`config.mk`:
```
export PLATFORM = sky130hd
export DESIGN_NAME = bus_cmd_master_flat
export DESIGN_NICKNAME = d
export VERILOG_FILES = /design/src/rtl/bus_cmd_master_if.sv /design/src/rtl/bus_cmd_master.sv /design/src/flat_wrapper.sv
export SDC_FILE = /design/constraint.sdc
export NUM_CORES = 1
export LEC_CHECK = 0
export ABC_AREA = 1
export CAP_MARGIN = 20
export CORE_UTILIZATION = 50
export DETAILED_ROUTE_END_ITERATION = 12
export GPL_TIMING_DRIVEN = 0
export PLACE_DENSITY = 0.77
export SLEW_MARGIN = 40
export SYNTH_ARGS = -nofsm -noshare
export SYNTH_HDL_FRONTEND = slang
export SYNTH_SLANG_ARGS = --single-unit
```
`constraint.sdc`:
```
create_clock -name clk -period 2.3 [get_ports clk]
set_input_delay 0.345 -clock clk [delete_from_list [all_inputs] [get_ports clk]]
set_output_delay 0.345 -clock clk [all_outputs]
set_load 0.03 [all_outputs]
```
`src/rtl/bus_cmd_master_if.sv`:
```
// Memory-side bus of the byte-command master: address/data/strobes out, read data and busy flags in.
interface bus_cmd_master_if;
  logic [31:0] mem_addr;
  logic [31:0] mem_wdata;
  logic [3:0]  mem_wmask;
  logic        mem_rstrb;
  logic [31:0] mem_rdata;
  logic        mem_rbusy;
  logic        mem_wbusy;

  modport master (
    output mem_addr, mem_wdata, mem_wmask, mem_rstrb,
    input  mem_rdata, mem_rbusy, mem_wbusy
  );

  modport slave (
    input  mem_addr, mem_wdata, mem_wmask, mem_rstrb,
    output mem_rdata, mem_rbusy, mem_wbusy
  );
endinterface

```
`src/rtl/bus_cmd_master.sv`:
```
// Byte-stream command decoder: 'R'/'W' frames become single bus reads/writes, responses are
// returned as bytes on the transmit side. Partial frames are dropped after an idle timeout.
module bus_cmd_master #(
  parameter int unsigned TIMEOUT = 26000000
) (
  input  logic                    clk,
  input  logic                    reset,
  input  logic [7:0]              rx_data,
  input  logic                    rx_valid,
  output logic [7:0]              tx_data,
  output logic                    tx_start,
  input  logic                    tx_busy,
  bus_cmd_master_if.master        mem,
  output logic                    busy,
  output logic                    overrun
);

  localparam int unsigned TmoW = (TIMEOUT > 2) ? $clog2(TIMEOUT) : 1;
  localparam logic [TmoW-1:0] TmoLast = TmoW'(TIMEOUT - 1);

  typedef enum logic [2:0] {
    StIdle, StAddr, StData, StBusWr, StBusRd, StRdWait, StTxLoad, StTxWait
  } state_e;

  state_e            state_q;
  logic              is_write_q;
  logic [1:0]        byte_cnt_q;
  logic [TmoW-1:0]   tmo_q;
  logic [31:0]       resp_q;
  logic [2:0]        resp_cnt_q;

  assign busy = (state_q != StIdle);

  always_ff @(posedge clk) begin
    if (reset) begin
      state_q       <= StIdle;
      is_write_q    <= 1'b0;
      byte_cnt_q    <= 2'd0;
      tmo_q         <= '0;
      resp_q        <= 32'h0;
      resp_cnt_q    <= 3'd0;
      tx_data       <= 8'h00;
      tx_start      <= 1'b0;
      overrun       <= 1'b0;
      mem.mem_addr  <= 32'h0;
      mem.mem_wdata <= 32'h0;
      mem.mem_wmask <= 4'h0;
      mem.mem_rstrb <= 1'b0;
    end else begin
      overrun <= 1'b0;
      case (state_q)
        StIdle: begin
          if (rx_valid) begin
            if (rx_data == 8'h52 || rx_data == 8'h57) begin
              is_write_q <= (rx_data == 8'h57);
              byte_cnt_q <= 2'd0;
              tmo_q      <= '0;
              state_q    <= StAddr;
            end else begin
              resp_q     <= {8'h3F, 24'h0};
              resp_cnt_q <= 3'd1;
              state_q    <= StTxLoad;
            end
          end
        end
        StAddr: begin
          if (rx_valid) begin
            mem.mem_addr <= {mem.mem_addr[23:0], rx_data};
            byte_cnt_q   <= byte_cnt_q + 2'd1;
            tmo_q        <= '0;
            if (byte_cnt_q == 2'd3) begin
              if (is_write_q) begin
                state_q <= StData;
              end else begin
                state_q       <= StBusRd;
                mem.mem_rstrb <= 1'b1;
              end
            end
          end else if (tmo_q == TmoLast) begin
            state_q <= StIdle;
          end else begin
            tmo_q <= tmo_q + TmoW'(1);
          end
        end
        StData: begin
          if (rx_valid) begin
            mem.mem_wdata <= {mem.mem_wdata[23:0], rx_data};
            byte_cnt_q    <= byte_cnt_q + 2'd1;
            tmo_q         <= '0;
            if (byte_cnt_q == 2'd3) begin
              state_q       <= StBusWr;
              mem.mem_wmask <= 4'hF;
            end
          end else if (tmo_q == TmoLast) begin
            state_q <= StIdle;
          end else begin
            tmo_q <= tmo_q + TmoW'(1);
          end
        end
        StBusWr: begin
          // First cycle is the strobe itself; completion is judged from the next cycle on.
          if (mem.mem_wmask != 4'h0) begin
            mem.mem_wmask <= 4'h0;
          end else if (!mem.mem_wbusy) begin
            resp_q     <= {8'h4B, 24'h0};
            resp_cnt_q <= 3'd1;
            state_q    <= StTxLoad;
          end
        end
        StBusRd: begin
          mem.mem_rstrb <= 1'b0;
          state_q       <= StRdWait;
        end
        StRdWait: begin
          if (!mem.mem_rbusy) begin
            resp_q     <= mem.mem_rdata;
            resp_cnt_q <= 3'd4;
            state_q    <= StTxLoad;
          end
        end
        StTxLoad: begin
          if (!tx_busy) begin
            tx_data    <= resp_q[31:24];
            resp_q     <= {resp_q[23:0], 8'h00};
            resp_cnt_q <= resp_cnt_q - 3'd1;
            tx_start   <= 1'b1;
            state_q    <= StTxWait;
          end
        end
        StTxWait: begin
          // tx_busy may lag tx_start by a cycle, so the strobe cycle is not trusted.
          if (tx_start) begin
            tx_start <= 1'b0;
          end else if (!tx_busy) begin
            state_q <= (resp_cnt_q != 3'd0) ? StTxLoad : StIdle;
          end
        end
        default: state_q <= StIdle;
      endcase
      if (rx_valid && (state_q inside {StBusWr, StBusRd, StRdWait, StTxLoad, StTxWait})) begin
        overrun <= 1'b1;
      end
    end
  end

endmodule

```
`src/flat_wrapper.sv`:
```
// flat-port wrapper written by rule: the top's interface ports become plain ports
module bus_cmd_master_flat 
#(
  parameter int unsigned TIMEOUT = 26000000
)
  (clk, reset, rx_data, rx_valid, tx_data, tx_start, tx_busy, busy, overrun, mem_mem_addr, mem_mem_wdata, mem_mem_wmask, mem_mem_rstrb, mem_mem_rdata, mem_mem_rbusy, mem_mem_wbusy);
  bus_cmd_master_if mem_i ();
  input  logic clk;
  input  logic reset;
  input  logic [7:0] rx_data;
  input  logic rx_valid;
  output logic [7:0] tx_data;
  output logic tx_start;
  input  logic tx_busy;
  output logic busy;
  output logic overrun;
  output wire logic [$bits(mem_i.mem_addr)-1:0] mem_mem_addr;
  output wire logic [$bits(mem_i.mem_wdata)-1:0] mem_mem_wdata;
  output wire logic [$bits(mem_i.mem_wmask)-1:0] mem_mem_wmask;
  output wire logic [$bits(mem_i.mem_rstrb)-1:0] mem_mem_rstrb;
  input wire logic [$bits(mem_i.mem_rdata)-1:0] mem_mem_rdata;
  input wire logic [$bits(mem_i.mem_rbusy)-1:0] mem_mem_rbusy;
  input wire logic [$bits(mem_i.mem_wbusy)-1:0] mem_mem_wbusy;
  assign mem_mem_addr = mem_i.mem_addr;
  assign mem_mem_wdata = mem_i.mem_wdata;
  assign mem_mem_wmask = mem_i.mem_wmask;
  assign mem_mem_rstrb = mem_i.mem_rstrb;
  assign mem_i.mem_rdata = mem_mem_rdata;
  assign mem_i.mem_rbusy = mem_mem_rbusy;
  assign mem_i.mem_wbusy = mem_mem_wbusy;
  bus_cmd_master #(.TIMEOUT(TIMEOUT)) u_core (.clk(clk), .reset(reset), .rx_data(rx_data), .rx_valid(rx_valid), .tx_data(tx_data), .tx_start(tx_start), .tx_busy(tx_busy), .mem(mem_i), .busy(busy), .overrun(overrun));
endmodule
```
==> results of run 1 <==
## worst max-delay path, cell delays in order, from the launching register on
cell     delay [ns]
dfxtp_1        0.48
ha_1           0.26
nand3_1        0.15
nor2_1         0.35
nand2_1        0.11
nor4_1         0.47
nand3_1        0.13
nand2_1        0.09
nor2_1         0.03
## metrics by stage
stage / util (%) / power, mW / setup TNS, ns
finish: 68.09 / 9.446 / 0
global route: 68.09 / 9.961 / 0
CTS: 68.09 / 9.475 / 0
detailed placement: 63.23 / 6.609 / -1.762
global placement: 63.23 / 6.557 / -0.8325
floorplan: - / 5.475 / 0
## power groups by stage
| stage | Combinational [mW] | Sequential [mW] | Clock (mW) |
|---|---|---|---|
| finish | 3.38 | 3.19 | 2.87 |
| CTS | 3.39 | 3.19 | 2.90 |
| floorplan | 1.84 | 3.64 | 0 |
| global placement | 3.33 | 3.23 | 0 |
| detailed placement | 3.37 | 3.24 | 0 |
| global route | 3.71 | 3.24 | 3.00 |
## state kept, by name, summed over array words and instances, names as in the netlist
signal and count:
u_core.resp_q 32, u_core.state_q 3, u_core.mem.mem_wdata 32, u_core.mem.mem_rstrb 1, u_core.mem.mem_wmask 1, u_core.tx_start 1, u_core.tmo_q 25, u_core.overrun 1
u_core.is_write_q 1, u_core.byte_cnt_q 2, u_core.tx_data 8, u_core.resp_cnt_q 3, u_core.mem.mem_addr 32
## cell usage after synthesis, types with 4 or more instances
master	count
clkbuf_1	36
a21oi_2	14
buf_4	5
buf_2	6
ha_1	4
nand2_2	7
nor2_1	204
o21ai_1	4
nor2_2	4
inv_2	6
nand3_2	4
xor2_1	6
inv_1	80
nor3_1	10
a21oi_1	55
nand4_1	13
dfxtp_1	142
nand3_1	54
nand2_1	139
o211ai_1	4
buf_6	5
o21ai_0	131
## logic make-up (layout without fill, tap and decap cells)
group,Yosys count,in the layout,share of synthesized area (%)
AND/OR/NAND/NOR,444,444,28.79
AO/OA/AOI/OAI,212,212,17.19
flip-flops,142,142,43.15
buffers and inverters,141,297,9.041
XOR/XNOR,8,8,1.064
adder cells (fa/ha/maj),4,4,0.7598
## metal layers
layer | GRT usage [%] | part of all wire, %
met5 | 0 | 0
met4 | 13.42 | 2.7
met3 | 5.201 | 5.8
met2 | 46.19 | 49
met1 | 34.30 | 43
## area by class of cell
cell class | count | area share (%)
buffer | 53 | 3.033
sequential | 142 | 32.82
clock inverter | 9 | 1.517
timing repair buffer | 124 | 14.31
multi-input combinational | 668 | 36.36
inverter | 88 | 3.842
tap | 172 | 2.484
clock buffer | 23 | 5.633
## worst max path at each step
stage                            startpoint  depth (start not counted)                 to  slack, ns
after floorplan           u_core.state_q[0]                         12   u_core.tmo_q[19]       0.65
after global placement             rx_valid                          9  u_core.resp_q[27]      -0.08
after detailed placement           rx_valid                          9  u_core.resp_q[27]      -0.11
after CTS                 u_core.state_q[1]                          5               busy       0.16
after global routing        u_core.tmo_q[0]                          8   u_core.tmo_q[18]       0.02
final                       u_core.tmo_q[0]                          8   u_core.tmo_q[18]       0.12
## timing repair
action,CTS,global route
gates resized for setup,1,0
endpoints found under the setup margin,1,0
hold buffers,0,0
endpoints found under the hold margin,0,0
==> results_dict.tcl, run 1 <==
set metrics [dict create \
    syn_inst 951 \
    netlist_area_um2 6588 \
    drt-initial-drc-count 490 \
    grt_pass1_wl_um 28920 \
    power_frac_clock_pct 30.4 \
    track_usage_pct 27.62 \
    yosys.area.top_type_share_pct 43.15 \
    wl_um 18120 \
    drive_gt1_share_pct 7.949 \
    hold_viol_final 0 \
    ant_nets 0 \
    antenna_found_initial 0 \
    diodes 0 \
    rows 41 \
    setup_viol 0 \
    r2r_cells 8 \
    die-area_um2 13640 \
    vias_per_cell 5.163 \
    drc 0 \
    slew_headroom_pct 60.03 \
    rsz0062_at_grt "false" \
    cts_root_buf "clkbuf_16" \
    routedWlPerCell_um 14.17 \
    hpwl_um 13060 \
    min_path_type "in -> reg" \
    grt_pass1_vias 6002 \
    whs_endpoint "u_core.tmo_q[24]" \
    layout_common_cells "nor2_1 (204), dfxtp_1 (142), nand2_1 (139)" \
    synth-seq-cells 142 \
    die_h_um 116.8 \
    cts_tree "built" \
    swShare_pct 37.19 \
    finalNetCount 1144 \
    worstMarginPinSlew_ns 0.5996 \
    clk_latency_ns 0.43 \
    place_congestion 0.9334 \
    area_growth_pct 31.49 \
    setup.worst_path.end_class "register" \
    worstPathArrival_ns 2.49 \
    yosysWarningCount 0 \
    whs_ns 0.3353 \
    multi_input_area_um2 3149 \
    syn-mean-instance-area_um2 6.927 \
    synth_top_area_cell "dfxtp_1" \
    vias 6604 \
    p_int_mw 5.933 \
    clkSlewWorstSetupHoldPaths_ns 0.06 \
    skew_ns 0.005246 \
    synthTopCellsByArea "dfxtp_1 (43%), nor2_1 (12%), o21ai_0 (10%)" \
    power.switching_mw 3.513 \
    post-place-cells 1247 \
    post-route-period-util_pct 94.63 \
    r2r_slack_ns 0.12 \
    core_area_um2 12720 \
    synth_edf_count 0 \
    crit_fanout 8 \
    drv_cap 0 \
    ctsLongestPathBuffers 2 \
    worst_slack_ns 0.1236 \
    p_per_area_nw_per_um2 1090 \
    postPlaceCellArea_um2 8044 \
    syn_nets 1001 \
    gr-total-overflow 0 \
    io_pins 126 \
    hp-start "reset" \
    final_common_cell "nor2_1" \
    final_cells 1279 \
    vdd_drop_max_mv 0.7255 \
    synth.yosys.seq_area_share_pct 43.15 \
    path_class "reg -> reg" \
    min_path_cells 2 \
    yosys_most_used_dff "dfxtp_1" \
    first_pass_iters 6 \
    worstPathRequired_ns 2.61 \
    numCtsBuffers 17 \
    cp-start-kind "register" \
    power_frac_comb_pct 35.8 \
    h-tree-depth 4 \
    sequentialPowerShare_pct 33.8 \
    initial_core_util_pct 51.78 \
    r2r-start "u_core.tmo_q[0]" \
    ys_types 37 \
    status "finished, final reports clean" \
    async_reset_ff_share_pct 0 \
    postLayoutCellArea_um2 8662 \
    cts_setup_buffers 0 \
    drv_slew 0 \
    grt_max_degree 17 \
    fmax_ghz 0.4595 \
    leakage_nw 3.349 \
    min_period_ns 2.176 \
    r2r-end "u_core.tmo_q[18]" \
    place_ws_ns -0.1145 \
    filler_cell_count 1146 \
    port_buffers 124 \
    seq_area_um2 2843 \
    die_w_um 116.8 \
    cts.sinks 142 \
]
Power figures use the tool's default switching activity.
==> run 2: changes to the inputs <==
CTS_CLUSTER_DIAMETER = 60   (was default)
==> results of run 2 <==
No change in the layout: final DEF, timing and power equal those of run 1.
==> run 3: changes to the inputs <==
CORE_MARGIN = 4   (was default)
CORE_UTILIZATION = 36   (was 50)
PLACE_DENSITY = default   (was 0.77)
==> run 3 against run 2 <==
  * Final area rose by 0.61%
  * Critical path type unchanged
  * Highest routed layer unchanged
  * Non-clock buffer count stayed put
  * Largest cell class unchanged
  * Critical endpoint unchanged
  * Largest power group unchanged
  * Utilization shrank 20 points
==> results_dict.tcl, run 3 (synthesized netlist as in run 1, its figures left out) <==
set metrics [dict create \
    grt_max_degree 18 \
    crit_chain "ha_1, nand3_1, nor2_1, nand2_1, nor4_1, nand3_1, nand2_1, nor2_1" \
    place_congestion 0.8710 \
    post-place-cells 1304 \
    min_period_ns 2.152 \
    finalNetCount 1144 \
    post-route-period-util_pct 93.56 \
    r2r_slack_ns 0.15 \
    leakage_nw 3.334 \
    grt_pass1_vias 6208 \
    p_total_mw 9.338 \
    drt-initial-drc-count 322 \
    final_cells 1336 \
    cts.sinks 142 \
    cts_tree "built" \
    setup.worst_path.end_class "register" \
    area_growth_pct 32.29 \
    routedWlPerCell_um 14.59 \
    die-area_um2 20530 \
    core_area_um2 17960 \
    vias 6437 \
    cts_root_buf "clkbuf_16" \
    first_pass_iters 6 \
    ant_nets 0 \
    layout_common_cells "nor2_1 (203), dfxtp_1 (142), nand2_1 (139)" \
    grt_pass1_wl_um 31640 \
    cp_slowest_stage_delay_ns 0.51 \
    drive_gt1_share_pct 8.220 \
    hpwl_um 14310 \
    gr-total-overflow 0 \
    critPathTopFamily "simple AND/OR/NAND/NOR gates" \
    slew_headroom_pct 57.76 \
    worstPathArrival_ns 2.46 \
    wl_um 19500 \
    status "finished, final reports clean" \
    cts_setup_buffers 0 \
    path_class "reg -> reg" \
    track_usage_pct 19.38 \
    rsz0062_at_grt "false" \
    vdd_drop_max_mv 0.6709 \
    p_per_area_nw_per_um2 1072 \
    numCtsBuffers 17 \
    hold_viol_final 0 \
    diodes 0 \
    antenna_found_initial 0 \
    critPathSlowestCell "dfxtp_1" \
    drc 0 \
    h-tree-depth 4 \
    cp-start-kind "register" \
    worstPathRequired_ns 2.61 \
    worstMarginPinSlew_ns 0.6336 \
    path_buf_inv 0 \
    clk_latency_ns 0.43 \
    fmax_ghz 0.4647 \
    die_w_um 143.3 \
    drv_slew 0 \
    vias_per_cell 4.818 \
    io_pins 126 \
    ctsLongestPathBuffers 2 \
    final_common_cell "nor2_1" \
    die_h_um 143.3 \
    min_path_type "in -> reg" \
    clkSlewWorstSetupHoldPaths_ns 0.07 \
    filler_cell_count 1802 \
    skew_ns 0.01280 \
    crit_fanout 8 \
    drv_cap 0 \
    initial_core_util_pct 36.67 \
    port_buffers 124 \
    setup_viol 0 \
    rows 49 \
    top_regs "u_core.mem.mem_addr (32), u_core.mem.mem_wdata (32), u_core.resp_q (32)" \
]
## run 3: path summary, 6_finish.rpt
| check | startpoint | endpoint | depth (start not counted) |
|---|---|---|---|
| max | u_core.tmo_q[0] | u_core.tmo_q[18] | 8 |
| min | reset | u_core.tmo_q[24] | 2 |
| max reg2reg | u_core.tmo_q[0] | u_core.tmo_q[18] | 8 |
| min reg2reg | u_core.resp_q[12] | u_core.resp_q[12] | 2 |
## run 3: through the flow
step	utilization, %	setup slack, ns	setup TNS, ns	instance area (um^2)	hold WS, ns
2_1_floorplan	-	0.6492	0	6588	0.4245
3_3_place_gp	45.18	-0.1604	-4.953	8115	0.4345
3_5_place_dp	45.18	-0.1674	-5.743	8115	0.4411
4_1_cts	48.50	0.1271	0	8712	0.3437
5_1_grt	48.51	0.05492	0	8715	0.3916
6_report	48.51	0.1480	0	8715	0.3676
## run 3: final cells by class
cell class	count	area [um^2]	area share (%)
multi-input cells	668	3152	36.17
flip-flops and latches	142	2843	32.62
repair buffers	124	1240	14.23
clock buffers	17	425.4	4.882
inverters	88	332.8	3.819
well taps	229	286.5	3.288
plain buffers	53	262.8	3.015
clock inverters	15	172.7	1.981
## run 3: what timing repair did
item	4_1_cts	5_1_grt
resized for setup	1	1
cloned	0	0
endpoints found under the hold margin	0	0
hold buffers	0	0
endpoints found under the setup margin	1	2
## run 3: power by group
group	switching [mW]	total (mW)	internal [mW]	leakage [nW]
clock network	1.29	2.74	1.46	0.281
registers	0.263	3.18	2.92	1.16
logic	2.22	3.41	1.19	1.90
total	3.77	9.34	5.57	3.33
## run 3: metal layers
metal	global-route usage, %	wire, um	up-vias
met4	6.194	349	0
li1	-	-	3361
met3	4.019	877	25
met5	0	0	-
met1	24.25	8885	2905
met2	33.46	9385	146
